### src/rtl/pipe_hazard_ctrl.sv
// Pipeline control for the 8-bit, 4-register core: stall/bubble/flush
// decisions, in-flight destination scoreboard and IN-port handshake.
module pipe_hazard_ctrl #(
    parameter bit FWD_EN    = 1'b1,
    parameter bit WB_BYPASS = 1'b1,
    parameter int CNT_W     = 16
) (
    input  logic             clk,
    input  logic             rst,
    input  logic             id_valid,
    input  logic [1:0]       id_src1,
    input  logic [1:0]       id_src2,
    input  logic             id_use1,
    input  logic             id_use2,
    input  logic [1:0]       id_dest,
    input  logic             id_wb_en,
    input  logic             id_mem_r,
    input  logic             id_in_port,
    input  logic             in_valid,
    input  logic             br_taken,
    output logic             stall,
    output logic             bubble,
    output logic             flush_ifid,
    output logic             in_ack,
    output logic [CNT_W-1:0] stall_cnt
);

    typedef struct packed {
        logic       v;
        logic       wb;
        logic [1:0] dest;
        logic       ld;
    } slot_t;

    typedef enum logic {IDLE, WAIT_IN} state_e;

    slot_t            exe_q, mem_q, wb_q, exe_d;
    state_e           state_q;
    logic [CNT_W-1:0] cnt_q, cnt_d;
    logic             data_hazard, in_wait, issue;

    function automatic logic raw(input slot_t s, input logic u1,
                                 input logic [1:0] s1, input logic u2,
                                 input logic [1:0] s2);
        return s.v & s.wb & ((u1 & (s.dest == s1)) | (u2 & (s.dest == s2)));
    endfunction

    logic hit_exe, hit_mem, hit_wb;

    assign hit_exe = raw(exe_q, id_use1, id_src1, id_use2, id_src2);
    assign hit_mem = raw(mem_q, id_use1, id_src1, id_use2, id_src2);
    assign hit_wb  = raw(wb_q, id_use1, id_src1, id_use2, id_src2);

    always_comb begin
        data_hazard = 1'b0;
        if (id_valid) begin
            if (FWD_EN)
                data_hazard = hit_exe & exe_q.ld;
            else
                data_hazard = hit_exe | hit_mem | (!WB_BYPASS & hit_wb);
        end
    end

    assign in_wait = id_valid & id_in_port & !in_valid;
    assign issue   = id_valid & !br_taken & !data_hazard & !in_wait;

    // Outputs are forced low while reset is held so a stall drops at once.
    always_comb begin
        stall      = 1'b0;
        bubble     = 1'b0;
        flush_ifid = 1'b0;
        in_ack     = 1'b0;
        if (!rst) begin
            if (br_taken) begin
                flush_ifid = 1'b1;
                bubble     = 1'b1;
            end else if (!id_valid) begin
                bubble = 1'b1;
            end else if (data_hazard | in_wait) begin
                stall  = 1'b1;
                bubble = 1'b1;
            end else begin
                in_ack = id_in_port & in_valid;
            end
        end
    end

    always_comb begin
        exe_d = '0;
        if (issue)
            exe_d = '{v: 1'b1, wb: id_wb_en, dest: id_dest, ld: id_mem_r};
    end

    assign cnt_d = (stall && cnt_q != '1) ? cnt_q + 1'b1 : cnt_q;

    always_ff @(posedge clk or posedge rst) begin
        if (rst) begin
            exe_q <= '0;
            mem_q <= '0;
            wb_q  <= '0;
            cnt_q <= '0;
        end else begin
            exe_q <= exe_d;
            mem_q <= exe_q;
            wb_q  <= mem_q;
            cnt_q <= cnt_d;
        end
    end

    always_ff @(posedge clk or posedge rst) begin
        if (rst) begin
            state_q <= IDLE;
        end else begin
            unique case (state_q)
                IDLE:
                    if (id_valid & id_in_port & !in_valid
                        & !br_taken & !data_hazard)
                        state_q <= WAIT_IN;
                WAIT_IN:
                    if (in_valid | br_taken)
                        state_q <= IDLE;
                default: state_q <= IDLE;
            endcase
        end
    end

    assign stall_cnt = cnt_q;

endmodule

### config.mk
export PLATFORM = sky130hd
export DESIGN_NAME = pipe_hazard_ctrl
export DESIGN_NICKNAME = d
export VERILOG_FILES = /design/src/rtl/pipe_hazard_ctrl.sv
export SDC_FILE = /design/constraint.sdc
export NUM_CORES = 1
export LEC_CHECK = 0
export CORE_AREA = 2 2 50 52
export CTS_BUF_LIST = sky130_fd_sc_hd__clkbuf_4
export CTS_CLUSTER_DIAMETER = 100
export DETAILED_ROUTE_END_ITERATION = 7
export DIE_AREA = 0 0 52 54
export PLACE_DENSITY_LB_ADDON = 0.3
export SLEW_MARGIN = 20
export SYNTH_ARGS = -nofsm -noshare
export SYNTH_HDL_FRONTEND = slang
export SYNTH_SLANG_ARGS = --single-unit
### constraint.sdc
create_clock -name clk -period 4.55 [get_ports clk]
set_input_delay 0.455 -clock clk [delete_from_list [all_inputs] [get_ports clk]]
set_output_delay 0.455 -clock clk [all_outputs]
set_load 0.02 [all_outputs]
==> out/metrics.yaml <==
numCtsBuffers: 3
ys_top_cells_by_area: "dfrtp_1 (47%), xnor2_1 (13%), nand3_1 (5.0%)"
area_growth_pct: 36.3
period_needed_ns: 2.97
crit_path_end_kind: "output port"
place_inst: 169
clk_latency_ns: 0.30
hold_path_startpoint: "stall_cnt[10]"
hp-class: "reg2reg"
synthCells: 105
grt_usage_pct: 18.5
fp.dieH_um: 54
port_buffers: 35
nets: 161
drive_gt1_share_pct: 10.5
synth.distinct_cells: 28
synth_top_area_cell: "dfrtp_1"
status: "finished, final reports clean"
finClkSkew_ns: 0.00727
worstHoldEndpoint: "stall_cnt[10]"
ff2ff_setup_slack_ns: 2.17
die-area_mm2: 0.00281
reg2reg_to: "stall_cnt[1]"
finalSetupViolations: 0
critPathMaxFanout: 18
required_ns: 4.09
async_reset_ff_share_pct: 100
rows: 18
critPathLaunchType: "input port"
slew_headroom_pct: 49.0
syn_area_mm2: 0.00111
power.leakage_nw: 0.605
hold_buffers: 0
start_util_pct: 47.9
cts_setup_buffers: 0
design.core.area_mm2: 0.00232
power_uw: 399
clockRootBuffer: "clkbuf_4"
ff2ff_path_depth: 6
via_per_inst: 5.31
finalHoldViolations: 0
drcViolationCount: 0
synth_ff_type: "dfrtp_1"
ys.warnings.count: 0
multi_input_area_um2: 556
grt-ovfl-total: 0
power.density_mw_per_mm2: 264
die_x_um: 52
fill_cells: 211
grt_pass1_wl_um: 3800
avgSynthCellArea_um2: 10.6
cts_tree: "yes"
cts-resized-gates: 0
layoutNonFillerInstCount: 173
cap_violations: 0
r2r-start: "stall_cnt[0]"
wl_per_cell_um: 13.2
vias: 918
regArea_um2: 526
synth_edf_count: 0
drt_first_iter_violations: 15
worst_pin_slew_ns: 0.764
cp.arrival_ns: 2.52
hold_path_depth: 1
ys_ff_latch: 21
pin_count: 36
htreeDepth: 1
peakVddDrop_v: 0.000235
antenna_cells: 0
path_clk_slew_ns: 0.11
synth_nets: 122
antenna_found_initial: 0
synth_top_area_share_pct: 47.3
dp_hpwl_um: 1720
grt_start_max_net_pins: 22
cts.sinks: 21
dr.pass1.iters: 4
drt-total-wl_um: 2280
first_global_vias: 844
fin_crit_sh_pct: 65.3
drv_slew: 0
max_freq_mhz: 336
finalSetupTns_ns: 0
crit_type: "in2out"
ant_nets: 0
rsz0062_at_grt: "false"
globalplace.congestion: 0.773
clockBufferDepth: 2
yosysSeqAreaShare_pct: 47.3
[power breakdown]
part	internal [mW]	switching, mW
registers	0.200	0.0202
clock network	0.0401	0.0499
logic	0.0494	0.0397
total	0.289	0.110
[cells by family (layout without fill, tap and decap cells)]
kind of cell	Yosys count	count (layout)	synth area share, %
multiplexers	2	2	2.36
XOR/XNOR	16	16	12.6
adder cells (fa/ha/maj)	1	1	1.13
flip-flops	21	21	47.3
buffers and inverters	4	42	2.70
AO/OA/AOI/OAI	4	4	4.17
AND/OR/NAND/NOR	57	57	29.7
[per-stage QoR]
step | cell area, um2 | hold slack (ns) | util (%) | setup WS, ns
floorplan | 1110 | 0.432 | - | 2.59
global placement | 1480 | 0.507 | 64.0 | 1.64
detailed placement | 1480 | 0.518 | 64.0 | 1.62
CTS | 1510 | 0.538 | 65.3 | 1.59
global route | 1510 | 0.572 | 65.3 | 1.46
finish | 1510 | 0.532 | 65.3 | 1.58
[synthesized netlist by cell type (2+ instances only)]
master / count
nor2b_1: 2
buf_6: 2
nor3_1: 2
nor2_1: 7
dfrtp_1: 21
or2b_2: 2
xnor2_1: 16
nand3_1: 11
inv_1: 2
nand3_2: 2
nand4_1: 8
and3_1: 4
and2_1: 4
nand2_1: 8
[layout make-up]
cell class              count  area share, %
inverters                   2          0.496
flip-flops and latches     21           34.7
well taps                  30           2.48
multi-input cells          80           36.7
repair buffers             36           23.6
clock buffers               4           1.98
[how the worst max path moves through the flow]
stage	start	to	slack [ns]	cells past startpoint
6_report	id_src1[0]	stall	1.58	6
5_1_grt	id_src1[0]	stall	1.46	6
4_1_cts	id_src1[0]	stall	1.59	6
3_5_place_dp	id_src1[0]	stall	1.62	6
3_3_place_gp	id_src1[0]	stall	1.64	6
2_1_floorplan	id_valid	in_ack	2.59	2
[critical path, cell delays in order]
cell             delay (ns)
clkdlybuf4s50_1        0.48
xnor2_1                0.11
nand4_1                0.21
a311oi_4               0.34
buf_4                  0.27
clkdlybuf4s50_1        0.65
[cells in the final DEF (no fill, tap or decap), types with 4 or more instances in the layout]
cell             instances
and2_1                   4
nand2_1                  8
xnor2_1                 16
nor2_1                   7
and3_1                   4
clkbuf_4                 4
nand4_1                  8
dfrtp_1                 21
nand3_1                 11
clkdlybuf4s50_1         35
[per-layer routing]
| layer | wire length, um | track usage, % | part of all wire, % |
|---|---|---|---|
| met5 | 0 | 0 | 0 |
| met4 | 37 | 8.77 | 1.6 |
| met2 | 1070 | 29.7 | 47 |
| met3 | 130 | 3.89 | 5.7 |
| met1 | 1050 | 24.0 | 46 |
[sequential cells by signal, summed over array words and instances (netlist names)]
name       count
stall_cnt     16
exe_q          5
Power figures use the tool's default switching activity.
